--- config.mk ---
export PLATFORM = sky130hd
export DESIGN_NAME = cva6_counter_csr_ctrl
export DESIGN_NICKNAME = d
export VERILOG_FILES = /design/src/rtl/cva6_counter_csr_ctrl.sv
export SDC_FILE = /design/constraint.sdc
export NUM_CORES = 1
export LEC_CHECK = 0
export CORE_AREA = 2 2 293 295
export CTS_BUF_LIST = sky130_fd_sc_hd__clkbuf_4 sky130_fd_sc_hd__clkbuf_8
export DETAILED_ROUTE_END_ITERATION = 10
export DIE_AREA = 0 0 295 297
export GPL_ROUTABILITY_DRIVEN = 0
export HOLD_SLACK_MARGIN = 0.03
export PLACE_DENSITY_LB_ADDON = 0.25
export SLEW_MARGIN = 20
export SYNTH_ARGS = -nofsm -noshare
export SYNTH_HDL_FRONTEND = slang
export SYNTH_SLANG_ARGS = --single-unit
--- constraint.sdc ---
create_clock -name clk_i -period 2.29 [get_ports clk_i]
set_clock_uncertainty 0.15 [all_clocks]
set_input_delay 0.458 -clock clk_i [delete_from_list [all_inputs] [get_ports clk_i]]
set_output_delay 0.458 -clock clk_i [all_outputs]
set_load 0.02 [all_outputs]
--- src/rtl/cva6_counter_csr_ctrl.sv ---
// CSR-side access controller for a bank of hardware performance counters.
// Serves CSR reads/writes through a one-stage request/response pipeline,
// drives the counter write/increment strobes and tracks sticky overflow.
//
// Handshake: a request transfers on a clock edge where req_valid_i and
// req_ready_o are both high; a response transfers on an edge where
// rsp_valid_o and rsp_ready_i are both high. A presented response holds
// rsp_rdata_o/rsp_err_o stable until it transfers, and a new request is
// accepted in the same cycle the previous response is consumed.
module cva6_counter_csr_ctrl #(
  parameter int unsigned NumCounters  = 8,
  parameter int unsigned CounterWidth = 64,
  parameter int unsigned XLEN         = 64,
  parameter int unsigned IdxW         = (NumCounters > 1) ? $clog2(NumCounters) : 1
) (
  input  logic                      clk_i,
  input  logic                      rst_ni,
  input  logic                      req_valid_i,
  output logic                      req_ready_o,
  input  logic                      req_we_i,
  input  logic [IdxW-1:0]           req_idx_i,
  input  logic                      req_hi_i,
  input  logic [XLEN-1:0]           req_wdata_i,
  output logic                      rsp_valid_o,
  input  logic                      rsp_ready_i,
  output logic [XLEN-1:0]           rsp_rdata_o,
  output logic                      rsp_err_o,
  input  logic [NumCounters-1:0]    event_i,
  input  logic [NumCounters-1:0]    inhibit_i,
  input  logic [NumCounters-1:0]    ovf_clr_i,
  output logic [NumCounters-1:0]    overflow_o,
  output logic [NumCounters-1:0]    counter_inc_o,
  output logic [NumCounters-1:0]    counter_we_o,
  output logic [63:0]               counter_wval_o,
  input  logic [NumCounters*64-1:0] counter_val_i
);

  // Bits of a counter that are actually implemented; the rest read as zero.
  localparam logic [63:0] CntMask = (CounterWidth >= 64) ? {64{1'b1}} :
                                    ((64'd1 << CounterWidth) - 64'd1);

  logic [63:0]            cnt_val [NumCounters];
  logic                   accept;
  logic                   idx_in_range;
  logic [63:0]            cur_raw;
  logic [63:0]            cur;
  logic [XLEN-1:0]        rd_sel;
  logic [63:0]            wval;
  logic [NumCounters-1:0] we;
  logic [NumCounters-1:0] inc;
  logic [NumCounters-1:0] wrap;

  logic                   rsp_valid_d, rsp_valid_q;
  logic [XLEN-1:0]        rsp_rdata_d, rsp_rdata_q;
  logic                   rsp_err_d, rsp_err_q;
  logic [NumCounters-1:0] overflow_d, overflow_q;

  for (genvar g = 0; g < NumCounters; g++) begin : g_unpack
    assign cnt_val[g] = counter_val_i[g*64 +: 64];
  end

  // The pipeline stage frees up when empty or when its response leaves now.
  assign req_ready_o  = !rsp_valid_q || rsp_ready_i;
  assign accept       = req_valid_i && req_ready_o;
  assign idx_in_range = ({1'b0, req_idx_i} < (IdxW+1)'(NumCounters));

  // Select the addressed counter; an out-of-range index matches nothing.
  always_comb begin
    cur_raw = '0;
    for (int unsigned k = 0; k < NumCounters; k++) begin
      if (req_idx_i == IdxW'(k)) cur_raw = cnt_val[k];
    end
    cur = idx_in_range ? (cur_raw & CntMask) : '0;
  end

  if (XLEN == 64) begin : g_rv64
    logic unused_hi;
    assign unused_hi = req_hi_i;
    assign rd_sel    = cur;
    assign wval      = req_wdata_i;
  end else begin : g_rv32
    // RV32 accesses one half; a write keeps the other half of the counter.
    assign rd_sel = req_hi_i ? cur[63:32] : cur[31:0];
    assign wval   = req_hi_i ? {req_wdata_i, cur[31:0]} : {cur[63:32], req_wdata_i};
  end

  assign counter_wval_o = wval;

  // Write strobes only in the accept cycle; a write beats a same-cycle event.
  always_comb begin
    we   = '0;
    wrap = '0;
    for (int unsigned k = 0; k < NumCounters; k++) begin
      we[k]   = accept && req_we_i && (req_idx_i == IdxW'(k));
      wrap[k] = ((cnt_val[k] & CntMask) == CntMask);
    end
    inc = event_i & ~inhibit_i & ~we;
  end

  assign counter_we_o  = we;
  assign counter_inc_o = inc;

  // Response register loads on accept and drops once consumed; overflow is
  // sticky, with a same-cycle set taking priority over a clear.
  always_comb begin
    rsp_valid_d = rsp_valid_q;
    rsp_rdata_d = rsp_rdata_q;
    rsp_err_d   = rsp_err_q;
    if (accept) begin
      rsp_valid_d = 1'b1;
      rsp_rdata_d = idx_in_range ? rd_sel : '0;
      rsp_err_d   = !idx_in_range;
    end else if (rsp_ready_i) begin
      rsp_valid_d = 1'b0;
    end
    overflow_d = (overflow_q & ~ovf_clr_i) | (inc & wrap);
  end

  // State registers with asynchronous active-low reset.
  always_ff @(posedge clk_i or negedge rst_ni) begin
    if (!rst_ni) begin
      rsp_valid_q <= 1'b0;
      rsp_rdata_q <= '0;
      rsp_err_q   <= 1'b0;
      overflow_q  <= '0;
    end else begin
      rsp_valid_q <= rsp_valid_d;
      rsp_rdata_q <= rsp_rdata_d;
      rsp_err_q   <= rsp_err_d;
      overflow_q  <= overflow_d;
    end
  end

  assign rsp_valid_o = rsp_valid_q;
  assign rsp_rdata_o = rsp_rdata_q;
  assign rsp_err_o   = rsp_err_q;
  assign overflow_o  = overflow_q;

endmodule
==> results.ini, run 1 <==
[detailed_routing]
first_iter_violations=686
wirelength_um=95650
avgRoutedWirePerCell_um=30.11
vias=13910
vias_per_cell=4.379
dr.pass1.iters=5
drc=0
ant_nets=0

[worst_setup_path]
max_stage_delay_ns=0.54
rr_worst_depth=9
critPathMaxFanout=4
cp-end-kind=output pin
startpoint_type=input port
cpMaxStageDelayCell=clkdlybuf4s50_1
path_class=input port to output pin
path_cells=clkdlybuf4s50_1 > nand3_4 > nor4_4 > buf_4 > clkdlybuf4s15_2
required_ns=1.68
cp.arrival_ns=1.78

[synthesis]
postSynthCellCount=1104
synth_warnings=0
synth_seq_area_share=0.2095
synth_fp_nets=1713
synthFlopType=dfrtp_1
syn_area_per_cell_sq_um=7.898
synth.distinct_cells=36
syn_area_sq_um=8720
synthArstFlopShare=1.000
ys_ff_latch=73
synth_edf_count=0

[clocking]
cts_inserted_buffers=9
clk_path_buf_depth=2
cts_tree=done
h-tree-depth=3
clock_latency_ns=0.44
cts-root-buf=clkbuf_8
clock-sinks=73
path_clk_slew_ns=0.11

[pwr]
vdd_ir_drop_max_uv=200.0
pwr_density_cell_nw_per_um2=356.5
power.leakage_nw=7.886

[grt]
antenna_found_initial=22
gr-total-overflow=0
grt_pass1_vias=14950
grt_max_degree=74
grt_use_total=0.2109
grt_pass1_wl_um=126800

[cells_and_area]
final_nets=2629
multi_input_area_sq_um=6344
seqCellArea_sq_um=1827
drive_gt1_frac=0.2874
fin_util=0.2349
n_fill_cell=9270
area_delta_synth_final_pct=127.6

[timing]
whs_ns=0.3399
final_hold_viol_count=0
post-route-period-util=1.045
rsz0062_at_grt=true
worstMarginPinSlew_ns=0.7806
setup-violations-final=12
max_slew_margin=0.4741
slew_viol_final=0
fmax_ghz=0.4180
fin_ws_ns=-0.1024
fin_crit_ns=2.392

[min_path]
hold_path_class=input port to flop
hold_path_depth=4

[die]
die_x_um=295
start_util=0.1032
placementRows=107
core-area_sq_um=84480
die_area_sq_um=87620
ios=764
die_height_um=297

[flow_run]
max-cap-violations=0

[placement]
hpwlAfterDp_um=82190
port_buffers=633

[run_status]
violations=setup timing
status=finished with violations

power breakdown:
group / switching, mW / internal [mW]
Sequential: 0.142 / 1.49
Combinational: 1.93 / 2.09
Clock: 0.801 / 0.626
cell type report:
class                           count  area share
Timing Repair Buffer             1069      0.5020
Sequential cell                    73     0.09207
Antenna cell                        8    0.001009
Clock inverter                      7    0.005108
Multi-Input combinational cell    858      0.3197
Clock buffer                        9    0.006243
Inverter                            9    0.001703
Tap cell                         1144     0.07214
layer usage:
layer / global-route usage / share of wire / vias to the layer above
met2: 0.3721 / 0.49 / 648
met4: 0.04725 / 0.021 / 24
met1: 0.2552 / 0.42 / 6893
met5: 0 / 0.0017 / -
li1: - / - / 6235
met3: 0.05253 / 0.064 / 113
timing repair:
| action | in CTS | in global routing |
|---|---|---|
| hold buffers | 1 | 0 |
| buffers inserted | 5 | 4 |
| endpoints found under the setup margin | 28 | 24 |
| resized for setup | 158 | 40 |
| pin swaps | 42 | 25 |
| hold endpoints to repair | 73 | 0 |
layout by cell type, fill, tap and decap left out, types with 53 or more instances in the layout:
cell,netlist,final
o21ai_0,86,86
clkdlybuf4s50_1,0,566
dfrtp_1,73,73
o2bb2ai_1,64,64
nand2_1,55,54
nand4_1,137,137
buf_4,74,401
mux2i_1,64,64
a221oi_1,53,53
synthesized netlist by cell type (30+ instances only):
| cell | count | share of area |
|---|---|---|
| a21oi_1 | 52 | 0.030 |
| a221oi_1 | 53 | 0.053 |
| buf_2 | 49 | 0.028 |
| buf_4 | 74 | 0.064 |
| clkbuf_1 | 30 | 0.013 |
| dfrtp_1 | 73 | 0.21 |
| mux2_2 | 48 | 0.062 |
| mux2i_1 | 64 | 0.073 |
| nand2_1 | 55 | 0.024 |
| nand3_1 | 53 | 0.030 |
| nand4_1 | 137 | 0.098 |
| nor4_1 | 33 | 0.024 |
| o21ai_0 | 86 | 0.049 |
| o21ai_1 | 42 | 0.024 |
| o22ai_1 | 52 | 0.037 |
| o2bb2ai_1 | 64 | 0.064 |
worst paths after layout:
check / startpoint / to / slack, ns
setup / recovery: req_we_i / counter_we_o[0] / -0.10
hold / removal: counter_val_i[112] / rsp_rdata_o[48] / 0.34
setup reg to reg: rsp_valid_o / rsp_rdata_o[61] / 0.24
hold reg to reg: overflow_o[6] / overflow_o[6] / 0.35
max in group asynchronous: rst_ni / rsp_rdata_o[29] / 1.08
min in group asynchronous: rst_ni / rsp_rdata_o[11] / 0.44
kinds of logic after synthesis:
logic type | count (synthesis) | synth area share
other | 1 | 0.0004301
AO/OA/AOI/OAI | 392 | 0.3075
AND/OR/NAND/NOR | 349 | 0.2194
flip-flops | 73 | 0.2095
multiplexers | 116 | 0.1406
buffers and inverters | 173 | 0.1225
registers in the layout, summed over array words and instances (netlist names):
name and count:
overflow_o 8, rsp_rdata_o 64, rsp_valid_o 1
through the flow:
stage	instance area (sq um)	power [mW]	TNS (ns)	instances	setup WS [ns]
2_1_floorplan	8731	2.977	-0.1362	1104	-0.05909
4_1_cts	19670	7.180	-1.646	3165	-0.1827
6_report	19840	7.074	-0.6996	3177	-0.1024
3_5_place_dp	19060	5.665	-20.13	3144	-1.270
3_3_place_gp	19040	5.651	-22.63	3144	-1.307
5_1_grt	19830	7.413	-1.698	3173	-0.2001
worst max-delay path: cells and delay by family:
kind | cells | cell delay (ns)
buffers and inverters | 3 | 0.96
AND/OR/NAND/NOR | 2 | 0.36
Power figures use the tool's default switching activity.
==> run 2, diff against run 1 <==
SKIP_CTS_REPAIR_TIMING = 1   (was default)
==> run 2 against run 1 <==
The run still ends with setup timing left. Sequential power barely moved. Register-to-register slack gained 0.07 ns. Worst setup slack got worse by 0.024 ns. Global-route usage decreased by 0.10 points. Routed wire length down 0.22%. Die area did not move. Cell count hardly changed. Cell area rose by 0.42%. Clock-buffer cell count stayed put. First-iteration DRC count up 11%. Utilization rose by 0.099 points. Highest routed layer unchanged.
==> results.ini, run 2 (synthesis results as in run 1) <==
[pwr]
comb_power_share=0.569  ; about the same
vdd_ir_drop_max_uv=202.3  ; +1.1%
power.leakage_nw=8.057  ; +2.2%
pwr_density_cell_nw_per_um2=355.9  ; -0.19%
p_sw_mw=2.868  ; -0.11%
p_clk_frac=0.202  ; about the same
internal_power_mw=4.222  ; +0.47%
power_frac_seq=0.229  ; about the same
switching_share=0.4045  ; -0.001398

[detailed_routing]
vias=13870  ; -0.29%
avgRoutedWirePerCell_um=30.03  ; -0.25%
first_iter_violations=763  ; +11%
wirelength_um=95440  ; -0.22%
vias_per_cell=4.365  ; -0.32%
ant_nets=0  ; unchanged
drc=0  ; unchanged
dr.pass1.iters=5  ; unchanged

[min_path]
hp-start=counter_val_i[112]
hold_path_class=input port to flop

[die]
start_util=0.1032  ; unchanged
die_x_um=295  ; unchanged
die_area_sq_um=87620  ; unchanged
ios=764  ; unchanged
die_height_um=297  ; unchanged
core-area_sq_um=84480  ; unchanged
placementRows=107  ; unchanged

[worst_setup_path]
max_stage_delay_ns=0.67  ; +0.13 ns
crit_start=counter_val_i[310]
startpoint_type=input port
cpMaxStageDelayCell=nor4_2
r2r_slack_ns=0.31  ; +0.07 ns
critPathMaxFanout=2  ; -2
setup.worst_path.end=overflow_o[4]
r2r_start=rsp_valid_o
crit_top_cell=nand4_1
cp-end-kind=flop
path_class=input port to flop
rr_worst_depth=8  ; -1
reg2reg_to=rsp_rdata_o[1]
required_ns=2.49  ; +0.81 ns
cp.arrival_ns=2.62  ; +0.84 ns
path_cells=clkdlybuf4s50_1 > nand4_1 > nor4_2 > buf_4 > nand4_1 > o41ai_1

[grt]
grt_pass1_vias=14770  ; -1.2%
grt_pass1_wl_um=126000  ; -0.63%
grt_use_total=0.2099  ; -0.001000
grt_max_degree=74  ; unchanged
antenna_found_initial=21  ; -4.5%
gr-total-overflow=0  ; unchanged

[timing]
slew_viol_final=0  ; unchanged
fmax_ghz=0.4139  ; -0.99%
rsz0062_at_grt=true
worstMarginPinSlew_ns=0.6719  ; -0.1087 ns
fin_crit_ns=2.416  ; +0.02381 ns
final_hold_viol_count=0  ; unchanged
setup-violations-final=8  ; -4
post-route-period-util=1.055  ; +0.01040
max_slew_margin=0.5483  ; +0.07427
fin_ws_ns=-0.1262  ; -0.02381 ns

[cells_and_area]
final_nets=2627  ; -0.076%
final_common_cell=clkdlybuf4s50_1
layout_common_cells=clkdlybuf4s50_1, buf_4, nand4_1
drive_gt1_frac=0.2892  ; +0.001767
largest_register_ffs=64  ; unchanged
area_delta_synth_final_pct=128.5
stdcell_count=3178  ; +0.031%
finalInstanceArea_sq_um=19930  ; +0.42%

[placement]
port_buffers=633  ; unchanged
dp.cells=3144  ; unchanged
hpwlAfterDp_um=82190  ; unchanged
post_dp_cell_area_sq_um=19060  ; unchanged

[clocking]
h-tree-depth=3  ; unchanged
path_clk_slew_ns=0.12  ; about the same
clock-sinks=73  ; unchanged
cts_tree=done
clock_latency_ns=0.44  ; about the same
clk_path_buf_depth=2  ; unchanged
cts-root-buf=clkbuf_8
cts_inserted_buffers=9  ; unchanged

[run_status]
status=finished with violations
violations=setup timing

[flow_run]
max-cap-violations=0  ; unchanged

run 2: changes by cell type in the layout (fill, tap and decap cells not counted), sizes merged:
cell	delta
dlygate4sd2	-37
dlymetal6s2s	+30
clkdlybuf4s50	+5
diode	+3
clkbuf	+2
clkdlybuf4s15	-2
run 2: layer usage:
layer / global-route usage / share of wire / vias to the layer above / routed length [um]
met3: 0.04879 / 0.065 / 99 / 6173
met1: 0.2576 / 0.42 / 6866 / 40530
met5: 0 / 0.0015 / - / 142
met2: 0.3723 / 0.49 / 650 / 46680
li1: - / - / 6236 / -
met4: 0.03899 / 0.020 / 22 / 1918
run 2: stage by stage:
stage	hold slack, ns	setup TNS (ns)	util	total power [mW]	setup WS (ns)
final	0.3313	-0.3835	0.2359	7.090	-0.1262
after CTS	-0.1204	-13.72	0.2283	7.173	-0.7291
after global placement	0.3203	-22.63	0.2254	5.651	-1.307
after detailed placement	0.3267	-20.13	0.2256	5.665	-1.270
after global routing	0.3527	-0.8094	0.2357	7.433	-0.1456
after floorplan	0.01241	-0.1362	-	2.977	-0.05909
run 2: how the worst min path moves through the flow:
stage                            endpoint  slack (ns)  depth (start not counted)
after floorplan             overflow_o[0]        0.01                          0
after global placement      overflow_o[2]        0.32                          2
after detailed placement    overflow_o[1]        0.33                          2
after CTS                 rsp_rdata_o[11]       -0.12                          2
after global routing      rsp_rdata_o[24]        0.35                          5
final                     rsp_rdata_o[48]        0.33                          4
run 2: worst max-delay path: cells and delay by family:
| family | cells | cell delay (ns) |
|---|---|---|
| and+or+nand+nor | 3 | 1.06 |
| AOI/OAI and AO/OA | 1 | 0.30 |
| buffers and inverters | 2 | 0.79 |
run 2: layout make-up:
type                       instances  area [sq um]
fill                            9254         64550
timing repair buffer            1067         10050
multi-input combinational        858          6331
sequential                        73          1827
tap                             1144          1431
clock buffer                       9         123.9
clock inverter                     7         101.3
inverter                           9         33.78
antenna                           11         27.53
run 2: power by group through the flow:
stage	registers (mW)	logic, mW	clock network (mW)
after floorplan	1.86	1.12	0
after global placement	1.65	4.00	0
after detailed placement	1.65	4.01	0
after CTS	1.63	4.03	1.51
after global routing	1.65	4.26	1.52
final	1.63	4.03	1.43
